`config.mk`:
```
export PLATFORM = sky130hd
export DESIGN_NAME = bus_arbiter
export DESIGN_NICKNAME = d
export VERILOG_FILES = /design/src/rtl/bus_arbiter_pkg.sv /design/src/rtl/bus_arb_pick.sv /design/src/rtl/bus_arbiter.sv
export SDC_FILE = /design/constraint.sdc
export NUM_CORES = 1
export LEC_CHECK = 0
export ABC_CLOCK_PERIOD_IN_PS = 2300
export CAP_MARGIN = 5
export CORE_MARGIN = 2
export CORE_UTILIZATION = 35
export CTS_CLUSTER_DIAMETER = 50
export CTS_CLUSTER_SIZE = 24
export DETAILED_ROUTE_END_ITERATION = 16
export PLACE_DENSITY = 0.54
export SYNTH_ARGS = -nofsm -noshare
export SYNTH_HDL_FRONTEND = slang
export SYNTH_HIERARCHICAL = 1
export SYNTH_SLANG_ARGS = --single-unit
export TNS_END_PERCENT = 1
```
`constraint.sdc`:
```
create_clock -name BUS_CLK -period 2.3 [get_ports BUS_CLK]
set_input_delay 0.46 -clock BUS_CLK [delete_from_list [all_inputs] [get_ports BUS_CLK]]
set_output_delay 0.46 -clock BUS_CLK [all_outputs]
set_load 0.01 [all_outputs]
```
`src/rtl/bus_arbiter_pkg.sv`:
```
// Shared bus arbiter definitions: FSM encodings, requester indices and counter widths.
// Used by bus_arbiter and bus_arb_pick.
package bus_arbiter_pkg;

  typedef enum logic [1:0] {
    ST_IDLE = 2'd0,
    ST_HOLD = 2'd1,
    ST_TURN = 2'd2
  } arb_state_t;

  localparam int unsigned REQ_DC  = 0;
  localparam int unsigned REQ_IC  = 1;
  localparam int unsigned REQ_DMA = 2;
  localparam int unsigned REQ_MEM = 3;

  localparam int unsigned HOLD_CNT_W = 8;
  localparam int unsigned TURN_CNT_W = 2;
  localparam int unsigned OWNER_W    = 2;

endpackage

```
`src/rtl/bus_arb_pick.sv`:
```
// Combinational winner selection for the bus arbiter.
// BUS_ARB_ROUND_ROBIN_EN selects rotating priority; otherwise lowest index wins.
module bus_arb_pick
  import bus_arbiter_pkg::*;
#(
  parameter int unsigned NUM_REQ = 4
) (
  input  logic [NUM_REQ-1:0] eligible,
`ifdef BUS_ARB_ROUND_ROBIN_EN
  input  logic [OWNER_W-1:0] rr_ptr,
`endif
  output logic [NUM_REQ-1:0] win_oh_c,
  output logic [OWNER_W-1:0] win_idx_c
);

`ifdef BUS_ARB_ROUND_ROBIN_EN
  logic [2*NUM_REQ-1:0] dbl_c;
  logic [NUM_REQ-1:0]   rot_c;
  int unsigned          start_c;
  int unsigned          k_c;

  // Rotate so the search starts after the last owner, encode, then unrotate.
  always_comb begin
    start_c   = (int'(rr_ptr) + 1) % NUM_REQ;
    dbl_c     = {eligible, eligible} >> start_c;
    rot_c     = dbl_c[NUM_REQ-1:0];
    k_c       = 0;
    for (int i = NUM_REQ - 1; i >= 0; i--) begin
      if (rot_c[i]) k_c = i;
    end
    win_idx_c = OWNER_W'((start_c + k_c) % NUM_REQ);
    win_oh_c  = '0;
    if (|eligible) win_oh_c = NUM_REQ'(1) << win_idx_c;
  end
`else
  // Plain priority encoder, index 0 highest.
  always_comb begin
    win_idx_c = '0;
    win_oh_c  = '0;
    for (int i = NUM_REQ - 1; i >= 0; i--) begin
      if (eligible[i]) begin
        win_idx_c = OWNER_W'(i);
        win_oh_c  = NUM_REQ'(1) << i;
      end
    end
  end
`endif

endmodule

```
`src/rtl/bus_arbiter.sv`:
```
// Shared system bus arbiter: one-hot grants, tenure hold, turnaround gap, hold watchdog.
// Define BUS_ARB_ROUND_ROBIN_EN for round-robin arbitration (fixed priority otherwise).
module bus_arbiter
  import bus_arbiter_pkg::*;
#(
  parameter int unsigned NUM_REQ  = 4,
  parameter int unsigned TURN_CYC = 1,
  parameter int unsigned MAX_HOLD = 64
) (
  input  logic               BUS_CLK,
  input  logic               RST,
  input  logic [NUM_REQ-1:0] BR,
  output logic [NUM_REQ-1:0] BG,
  output logic               BUS_BUSY,
  output logic [OWNER_W-1:0] OWNER,
  output logic               TIMEOUT
);

  arb_state_t             state;
  logic [HOLD_CNT_W-1:0]  hold_cnt;
  logic [TURN_CNT_W-1:0]  turn_cnt;
  logic [NUM_REQ-1:0]     lockout;
  logic [NUM_REQ-1:0]     eligible_c;
  logic [NUM_REQ-1:0]     win_oh_c;
  logic [OWNER_W-1:0]     win_idx_c;
`ifdef BUS_ARB_ROUND_ROBIN_EN
  logic [OWNER_W-1:0]     rr_ptr;
`endif

  assign eligible_c = BR & ~lockout;

  bus_arb_pick #(
    .NUM_REQ (NUM_REQ)
  ) u_pick (
    .eligible  (eligible_c),
`ifdef BUS_ARB_ROUND_ROBIN_EN
    .rr_ptr    (rr_ptr),
`endif
    .win_oh_c  (win_oh_c),
    .win_idx_c (win_idx_c)
  );

  // Arbitration FSM with registered grant, busy, owner and timeout outputs.
  always_ff @(posedge BUS_CLK or posedge RST) begin
    if (RST) begin
      state    <= ST_IDLE;
      BG       <= '0;
      BUS_BUSY <= 1'b0;
      OWNER    <= '0;
      TIMEOUT  <= 1'b0;
      hold_cnt <= '0;
      turn_cnt <= '0;
      lockout  <= '0;
`ifdef BUS_ARB_ROUND_ROBIN_EN
      rr_ptr   <= OWNER_W'(NUM_REQ - 1);
`endif
    end else begin
      TIMEOUT <= 1'b0;
      lockout <= lockout & BR;
      case (state)
        ST_IDLE: begin
          if (|eligible_c) begin
            BG       <= win_oh_c;
            OWNER    <= win_idx_c;
            hold_cnt <= '0;
            BUS_BUSY <= 1'b1;
            state    <= ST_HOLD;
`ifdef BUS_ARB_ROUND_ROBIN_EN
            rr_ptr   <= win_idx_c;
`endif
          end
        end
        ST_HOLD: begin
          // A release on the watchdog cycle takes precedence over the revoke.
          if (!BR[OWNER]) begin
            BG       <= '0;
            turn_cnt <= '0;
            state    <= ST_TURN;
          end else if (hold_cnt == HOLD_CNT_W'(MAX_HOLD - 1)) begin
            BG       <= '0;
            lockout  <= (lockout & BR) | (NUM_REQ'(1) << OWNER);
            TIMEOUT  <= 1'b1;
            turn_cnt <= '0;
            state    <= ST_TURN;
          end else begin
            hold_cnt <= hold_cnt + 1'b1;
          end
        end
        ST_TURN: begin
          if (turn_cnt == TURN_CNT_W'(TURN_CYC - 1)) begin
            BUS_BUSY <= 1'b0;
            state    <= ST_IDLE;
          end else begin
            turn_cnt <= turn_cnt + 1'b1;
          end
        end
        default: begin
          BG       <= '0;
          BUS_BUSY <= 1'b0;
          state    <= ST_IDLE;
        end
      endcase
    end
  end

endmodule

```
==> results.yml, run 1 <==
run_status:
  status: "finished clean"
cells_and_area:
  area_delta_synth_final_pct: 21.9
  num-nets-final: 153
  antenna_cells: 0
  layout-drive-gt1-share_pct: 20.1
power:
  power_frac_seq_pct: 35.7
  netSwitchingFraction_pct: 38.1
  p_leak_uw: 0.000731
  peakVddDrop_v: 0.000398
  power_switching_uw: 640
  total_power_uw: 1680
  comb_power_share_pct: 47.4
  p_clk_share_pct: 16.9
  p_int_uw: 1040
  powerDensity_nw_per_um2: 1050
drt:
  via_per_inst: 5.06
  wire_per_inst_um: 14.0
  dr.pass1.iters: 4
  ant_nets: 0
  routed_wl_um: 2690
  drc: 0
  vias: 972
  drt-initial-drc-count: 51
critical_path:
  start_kind: "primary input"
  path_max_fanout: 6
  worstSetupPathType: "primary input to flip-flop"
  cp.required_ps: 2450
  crit_path_end_kind: "flip-flop"
  cp.arrival_ps: 2240
yosys:
  ys_ff_latch: 24
  yosysWarnings: 6
  netlist_area_um2: 1310
  ys_seq_area_share_pct: 45.8
  synthArstFlopShare_pct: 100
  synthCells: 122
  ys_types: 38
  avgSynthCellArea_um2: 10.8
  synth-main-ff-cell: "dfrtp_1"
  synth_edf_count: 0
  synth_nets: 130
clocking:
  path_clk_slew_ps: 80
  cts_tree: "built"
  hold_buffers: 0
  clock_sinks: 24
  cts_buffer_depth: 2
  ctsHtreeMaxLevel: 1
  worstSkewPairLatency_ps: 260
  clockRootBuffer: "clkbuf_8"
  cts_setup_buffers: 0
  post_cts_resized: 0
  numCtsBuffers: 3
global_routing:
  first_global_vias: 998
  grt_antenna_before_repair: 0
  grt_max_degree: 25
  grt_pass1_wl_um: 4730
  grt_usage_pct: 14.5
  grt-ovfl-total: 0
placement:
  place_congestion: 0.715
  hpwl_um: 1950
  portBuffers: 13
  preCtsSetupSlack_ps: -32.3
die:
  rows: 22
  start_util_pct: 36.1
  die_w_um: 65.2
  die_h_um: 65.2
  die_area_um2: 4260
  pin_count: 14
  core_um2: 3630
timing:
  setup_viol: 0
  setup_tns_ps: 0
  period_share_pct: 90.5
  slew_violations: 0
  max_slew_margin_pct: 73.0
  holdWs_ps: 496
  finClkSkew_ps: 1.83
  final.setup.worst_slack_ps: 219
  max_freq_ghz: 0.481
  hold_violations: 0
  worst_slew_pin_slew_ps: 402
  rsz0062_at_grt: "no"
  finalCriticalPeriod_ps: 2080
min_path:
  worstHoldPathType: "flip-flop to flip-flop"
job:
  drv_cap: 0
==> cell type report <==
type / count / area (um2)
fillers: 369 / 2030
multi-input cells: 84 / 649
flip-flops and latches: 24 / 601
repair buffers: 22 / 198
well taps: 48 / 60.1
clock buffers: 4 / 55.1
inverters: 10 / 37.5
==> placed cells by master (no fill, tap or decap), types with 2 or more instances in the layout <==
cell type,Yosys,routed
o2bb2ai_1,3,3
clkbuf_8,0,4
nor3b_1,2,2
a21oi_1,2,2
mux2i_1,5,5
a211o_1,3,3
nor4_1,2,2
and3_1,2,2
nand2_1,9,9
inv_1,10,10
nor3_2,2,2
dfrtp_1,24,24
a22o_1,4,4
nand4_1,2,2
nor2b_1,2,2
clkdlybuf4s50_1,0,13
buf_4,2,9
nor2b_4,2,2
nor2_1,9,9
o21ai_0,7,7
mux2_2,4,4
ha_1,2,2
nand3_1,6,6
==> registers in the layout, summed over array words and instances (netlist names) <==
register and count:
hold_cnt 8, BG 4, lockout 4, OWNER 2, state 2, turn_cnt 2, BUS_BUSY 1, TIMEOUT 1
==> power groups by stage <==
stage	Sequential, uW	Clock, uW	Combinational (uW)
global route	613	318	878
CTS	600	297	804
finish	600	284	797
global placement	607	0	787
detailed placement	607	0	795
floorplan	591	0	548
==> cells by family (layout without fill, tap and decap cells) <==
logic type | count (synthesis) | after routing | synth area share, %
compound gates | 28 | 28 | 18.7
fa+ha+maj | 2 | 2 | 1.91
buf+inv | 14 | 36 | 4.77
flops | 24 | 24 | 45.8
mux | 9 | 9 | 7.24
simple gates | 45 | 45 | 21.6
==> critical path, stage by stage <==
cell	delay, ps
clkdlybuf4s50_1	440
nor2b_4	150
o41a_4	520
a21oi_4	280
nor3_2	110
mux2_2	280
==> synthesized netlist by cell type (2+ instances only) <==
| master | n | share of area (%) |
|---|---|---|
| o2bb2ai_1 | 3 | 2.0 |
| a22o_1 | 4 | 2.7 |
| nor2_1 | 9 | 2.6 |
| buf_4 | 2 | 1.1 |
| nor3b_1 | 2 | 1.1 |
| nand4_1 | 2 | 0.95 |
| mux2_2 | 4 | 3.4 |
| nor2b_4 | 2 | 2.1 |
| o21ai_0 | 7 | 2.7 |
| and3_1 | 2 | 0.95 |
| a21oi_1 | 2 | 0.76 |
| a211o_1 | 3 | 2.0 |
| inv_1 | 10 | 2.9 |
| nor2b_1 | 2 | 0.95 |
| mux2i_1 | 5 | 3.8 |
| buf_2 | 2 | 0.76 |
| ha_1 | 2 | 1.9 |
| dfrtp_1 | 24 | 46 |
| nand2_1 | 9 | 2.6 |
| nor4_1 | 2 | 0.95 |
| nand3_1 | 6 | 2.3 |
| nor3_2 | 2 | 1.5 |
==> through the flow <==
| stage | instances | cell area, um2 | utilization [%] |
|---|---|---|---|
| floorplan | 122 | 1310 | - |
| global placement | 188 | 1550 | 42.5 |
| detailed placement | 188 | 1550 | 42.5 |
| CTS | 192 | 1600 | 44.0 |
| global route | 192 | 1600 | 44.0 |
| finish | 192 | 1600 | 44.0 |
==> metal layers <==
metal / wire length [um] / GRT usage [%]
met1: 1290 / 19.3
met2: 1310 / 23.7
met3: 68 / 2.05
met4: 20 / 5.47
met5: 0 / 0
==> worst paths after layout <==
| path | start | endpoint | slack [ps] | depth (start not counted) |
|---|---|---|---|---|
| max | BR[3] | hold_cnt[0] | 220 | 6 |
| min | lockout[0] | lockout[0] | 500 | 2 |
| max reg2reg | OWNER[1] | hold_cnt[0] | 460 | 5 |
| min reg2reg | lockout[0] | lockout[0] | 500 | 2 |
| max in group asynchronous | RST | turn_cnt[0] | 1520 | 3 |
| min in group asynchronous | RST | BG[0] | 540 | 3 |
No activity file was read; power rests on OpenSTA's default activity.
==> inputs of run 2 (changes only) <==
--- a/config.mk
+++ b/config.mk
@@ -7,12 +7,15 @@
 export LEC_CHECK = 0
 export ABC_CLOCK_PERIOD_IN_PS = 2300
 export CAP_MARGIN = 5
+export CELL_PAD_IN_SITES_DETAIL_PLACEMENT = 1
+export CELL_PAD_IN_SITES_GLOBAL_PLACEMENT = 2
+export CORE_ASPECT_RATIO = 1.2
 export CORE_MARGIN = 2
 export CORE_UTILIZATION = 35
 export CTS_CLUSTER_DIAMETER = 50
 export CTS_CLUSTER_SIZE = 24
 export DETAILED_ROUTE_END_ITERATION = 16
-export PLACE_DENSITY = 0.54
+export PLACE_DENSITY = 0.76
 export SYNTH_ARGS = -nofsm -noshare
 export SYNTH_HDL_FRONTEND = slang
 export SYNTH_HIERARCHICAL = 1
==> results.yml, run 2 (synthesis gave the netlist of run 1 again) <==
global_routing:
  grt_antenna_before_repair: 0
  met1_usage_pct: 18.6
  grt_usage_pct: 15.8
  grt-ovfl-total: 0
  grt_use_met3_pct: 1.65
  grt-busiest-layer: "met2"
  first_global_vias: 1134
  grt_pass1_wl_um: 5230
  grt_max_degree: 25
  gr-usage-met2_pct: 29.3
clocking:
  numCtsBuffers: 3
  clockRootBuffer: "clkbuf_8"
  cts_buffer_depth: 2
  hold_buffers: 0
  ctsHtreeMaxLevel: 1
  post_cts_resized: 0
  clock_sinks: 24
  worstSkewPairLatency_ps: 260
  cts_tree: "built"
  cts_setup_buffers: 0
  path_clk_slew_ps: 80
timing:
  setup_viol: 0
  period_share_pct: 89.3
  max_slew_margin_pct: 73.1
  slew_violations: 0
  finClkSkew_ps: 4.25
  rsz0062_at_grt: "no"
  finalCriticalPeriod_ps: 2050
  max_freq_ghz: 0.487
  worst_slew_pin_slew_ps: 400
  final.setup.worst_slack_ps: 247
  hold_violations: 0
  holdWs_ps: 488
drt:
  dr.pass1.iters: 4
  ant_nets: 0
  via_per_inst: 5.67
  routed_wl_um: 3070
  wire_per_inst_um: 16.8
  drt-initial-drc-count: 32
  vias: 1037
  drc: 0
cells_and_area:
  antenna_cells: 0
  final_common_cell: "dfrtp_1"
  area_delta_synth_final_pct: 20.6
  largest_register_ffs: 8
  num-nets-final: 154
  layout-drive-gt1-share_pct: 20.1
  mostFrequentLayoutCells: "dfrtp_1, clkdlybuf4s50_1, inv_1, buf_4"
  regMostFlops: "hold_cnt"
  fillers: 415
  regArea_um2: 601
  reg.largest.list: "hold_cnt (8), BG (4), lockout (4)"
  multi_input_area_um2: 649
power:
  p_leak_uw: 0.000729
  powerDensity_nw_per_um2: 1050
  peakVddDrop_v: 0.000278
die:
  start_util_pct: 36.4
  die_area_um2: 4260
  die_h_um: 71.1
  pin_count: 14
  core_um2: 3600
  die_w_um: 59.9
  rows: 24
min_path:
  worstHoldPathType: "flip-flop to flip-flop"
critical_path:
  crit_path_end_kind: "flip-flop"
  start_kind: "primary input"
  worstSetupPathType: "primary input to flip-flop"
  cp.arrival_ps: 2200
  path_max_fanout: 6
  cp.required_ps: 2450
placement:
  preCtsSetupSlack_ps: -34.4
  hpwl_um: 2440
  portBuffers: 13
  place_congestion: 0.773
run_status:
  status: "finished clean"
job:
  drv_cap: 0
[run 2: cell count changes in the layout (fill, tap and decap cells not counted), sizes merged]
cell,before,now
buf,9,10
clkbuf,4,3
[run 2: critical path: stages]
cell and delay [ps]:
clkdlybuf4s50_1 440, nor2b_4 160, o41a_4 500, a21oi_4 260, nor3_2 110, mux2_2 280
[run 2: final cells by class]
cell class              instances  area share, %
clock buffers                   3           2.61
inverters                      10           2.37
multi-input cells              84           41.0
flip-flops and latches         24           37.9
well taps                      39           3.08
repair buffers                 23           13.0
[run 2: report_power, final]
part	switching (uW)	leakage, uW	internal [uW]
Clock	128	0.0000216	117
Sequential	90.1	0.000322	508
Combinational	438	0.000385	382
[run 2: worst paths after layout]
| path | start | to | slack, ps | cells past startpoint |
|---|---|---|---|---|
| min in group asynchronous | RST | lockout[0] | 550 | 3 |
| max reg2reg | state[1] | BG[2] | 470 | 5 |
| max in group asynchronous | RST | hold_cnt[4] | 1500 | 3 |
| min | turn_cnt[0] | turn_cnt[0] | 490 | 1 |
| max | BR[2] | hold_cnt[0] | 250 | 6 |
| min reg2reg | turn_cnt[0] | turn_cnt[0] | 490 | 1 |
[run 2: per-layer routing]
| layer | vias up | share of wire (%) |
|---|---|---|
| met1 | 542 | 40 |
| met3 | 2 | 1.8 |
| met4 | 0 | 0.62 |
| met5 | - | 0 |
| li1 | 484 | - |
| met2 | 9 | 57 |
[run 2: metrics by stage]
step | util [%] | instance area, um2 | total power [uW] | cells | setup TNS (ps)
floorplan | - | 1310 | 1140 | 122 | 0
global placement | 42.8 | 1540 | 1410 | 180 | -9.26
detailed placement | 42.8 | 1540 | 1440 | 180 | -43.3
CTS | 43.9 | 1580 | 1690 | 183 | 0
global route | 43.9 | 1580 | 1780 | 183 | 0
finish | 43.9 | 1580 | 1660 | 183 | 0
==> inputs of run 3 (changes only) <==
--- a/config.mk
+++ b/config.mk
@@ -16,6 +16,7 @@
 export CTS_CLUSTER_SIZE = 24
 export DETAILED_ROUTE_END_ITERATION = 16
 export PLACE_DENSITY = 0.76
+export SKIP_LAST_GASP = 1
 export SYNTH_ARGS = -nofsm -noshare
 export SYNTH_HDL_FRONTEND = slang
 export SYNTH_HIERARCHICAL = 1
==> results of run 3 <==
Same layout as run 2: the final DEF is identical, and so are final timing and power.
==> patch (config.mk and constraints of run 3) <==
Re-encode `arb_state_t` (3 states) as one-hot, 3 bits wide.
--- a/src/rtl/bus_arbiter_pkg.sv
+++ b/src/rtl/bus_arbiter_pkg.sv
@@ -2,10 +2,10 @@
 // Used by bus_arbiter and bus_arb_pick.
 package bus_arbiter_pkg;
 
-  typedef enum logic [1:0] {
-    ST_IDLE = 2'd0,
-    ST_HOLD = 2'd1,
-    ST_TURN = 2'd2
+  typedef enum logic [2:0] {
+    ST_IDLE = 3'b001,
+    ST_HOLD = 3'b010,
+    ST_TURN = 3'b100
   } arb_state_t;
 
   localparam int unsigned REQ_DC  = 0;
Behaviour: no difference found for any inputs over 10 cycles, from zero or initial values and one cycle with RST high; not proved beyond that.
==> patch against run 3 <==
  * Worst setup slack gained 0.12 ns
  * Cell area shrank 1.3%
  * First-iteration DRC count grew 31%
  * Clock skew is essentially flat
  * Largest power group is now registers
  * Fmax grew 6.3%
  * Area after synthesis shrank 1.8%
  * Total power shrank 9.1%
  * Routed wire length shrank 7.0%
  * Register-to-register slack lost 0.06 ns
  * Sequential cell count grew 1
==> patch: results (changes against run 3) <==
metric	value	unit	change
status	finished, final reports clean		
WL final	2850	um	-7.0%
Psw	0.000562	W	-14%
DR WL met2	1480	um	-16%
Cell variety after synth	39		+2.6%
top cells by count, synth	dfrtp_1, inv_1, nor2_1, nand2_1		
sequential cell fraction of total power	0.416		+0.057
Post-DP HPWL	2170	um	-11%
routing usage on met3	0.0222		+0.00577
critical path endpoint	hold_cnt[6]		
Slew @ Worst Pin	0.387	ns	-0.0133 ns
clkbuf count	4		+1
count of non-CTS inverters in the layout	11		+1
crit path max fanout	8		+2
static leakage	0.698	nW	-4.3%
buffers outside the clock class	21		-8.7%
Nets	153		-0.65%
Clock buf/inv share	0.0288		+0.00276
max incr delay on CP	0.55	ns	+0.05 ns
Total GRT Usage	0.162		+0.00352
WP data arrival	2.12	ns	-0.08 ns
fraction of area in multi-input gates	0.390		-0.0201
Post-Syn Nets	129		-0.77%
first drt pass iteration count	2		-2
R2R setup slack	0.41	ns	-0.06 ns
PnR worst setup slack	0.368	ns	+0.121 ns
worst r2r path cells	6		+1
Synth Area in Adders	0.0194		+0.000352
sequential share of cell area	0.401		+0.0220
hold path endpoint	hold_cnt[7]		
clk_skew	0.00473	ns	+0.000481 ns
multi-input gates	83		-1.2%
layout cells sized above 1	0.153		-0.0486
CP max-delay cell	mux4_2		
Non-clock buffering overhead	0.122		-0.00785
==> patch: changes by cell type after synthesis, sizes merged, moves of 3 or more <==
cell,run 3,this run
a211o,3,0
a32o,1,4
buf,4,1
mux2,4,0
mux2i,5,0
nand2b,1,4
nand3,6,3
o21ai,8,14
o2bb2ai,3,0
o31ai,1,4
==> patch: metrics by stage <==
stage                      util  power [W]
after detailed placement  0.424    0.00127
after global placement    0.424    0.00125
after floorplan               -    0.00101
after CTS                 0.437    0.00154
after global routing      0.437    0.00164
final                     0.437    0.00151
==> patch: power by group through the flow <==
| stage | Clock (W) | Combinational, W | Sequential, W |
|---|---|---|---|
| floorplan | 0 | 0.000374 | 0.000636 |
| detailed placement | 0 | 0.000631 | 0.000640 |
| global route | 0.000284 | 0.000704 | 0.000648 |
| finish | 0.000258 | 0.000624 | 0.000629 |
| global placement | 0 | 0.000617 | 0.000637 |
| CTS | 0.000269 | 0.000635 | 0.000631 |
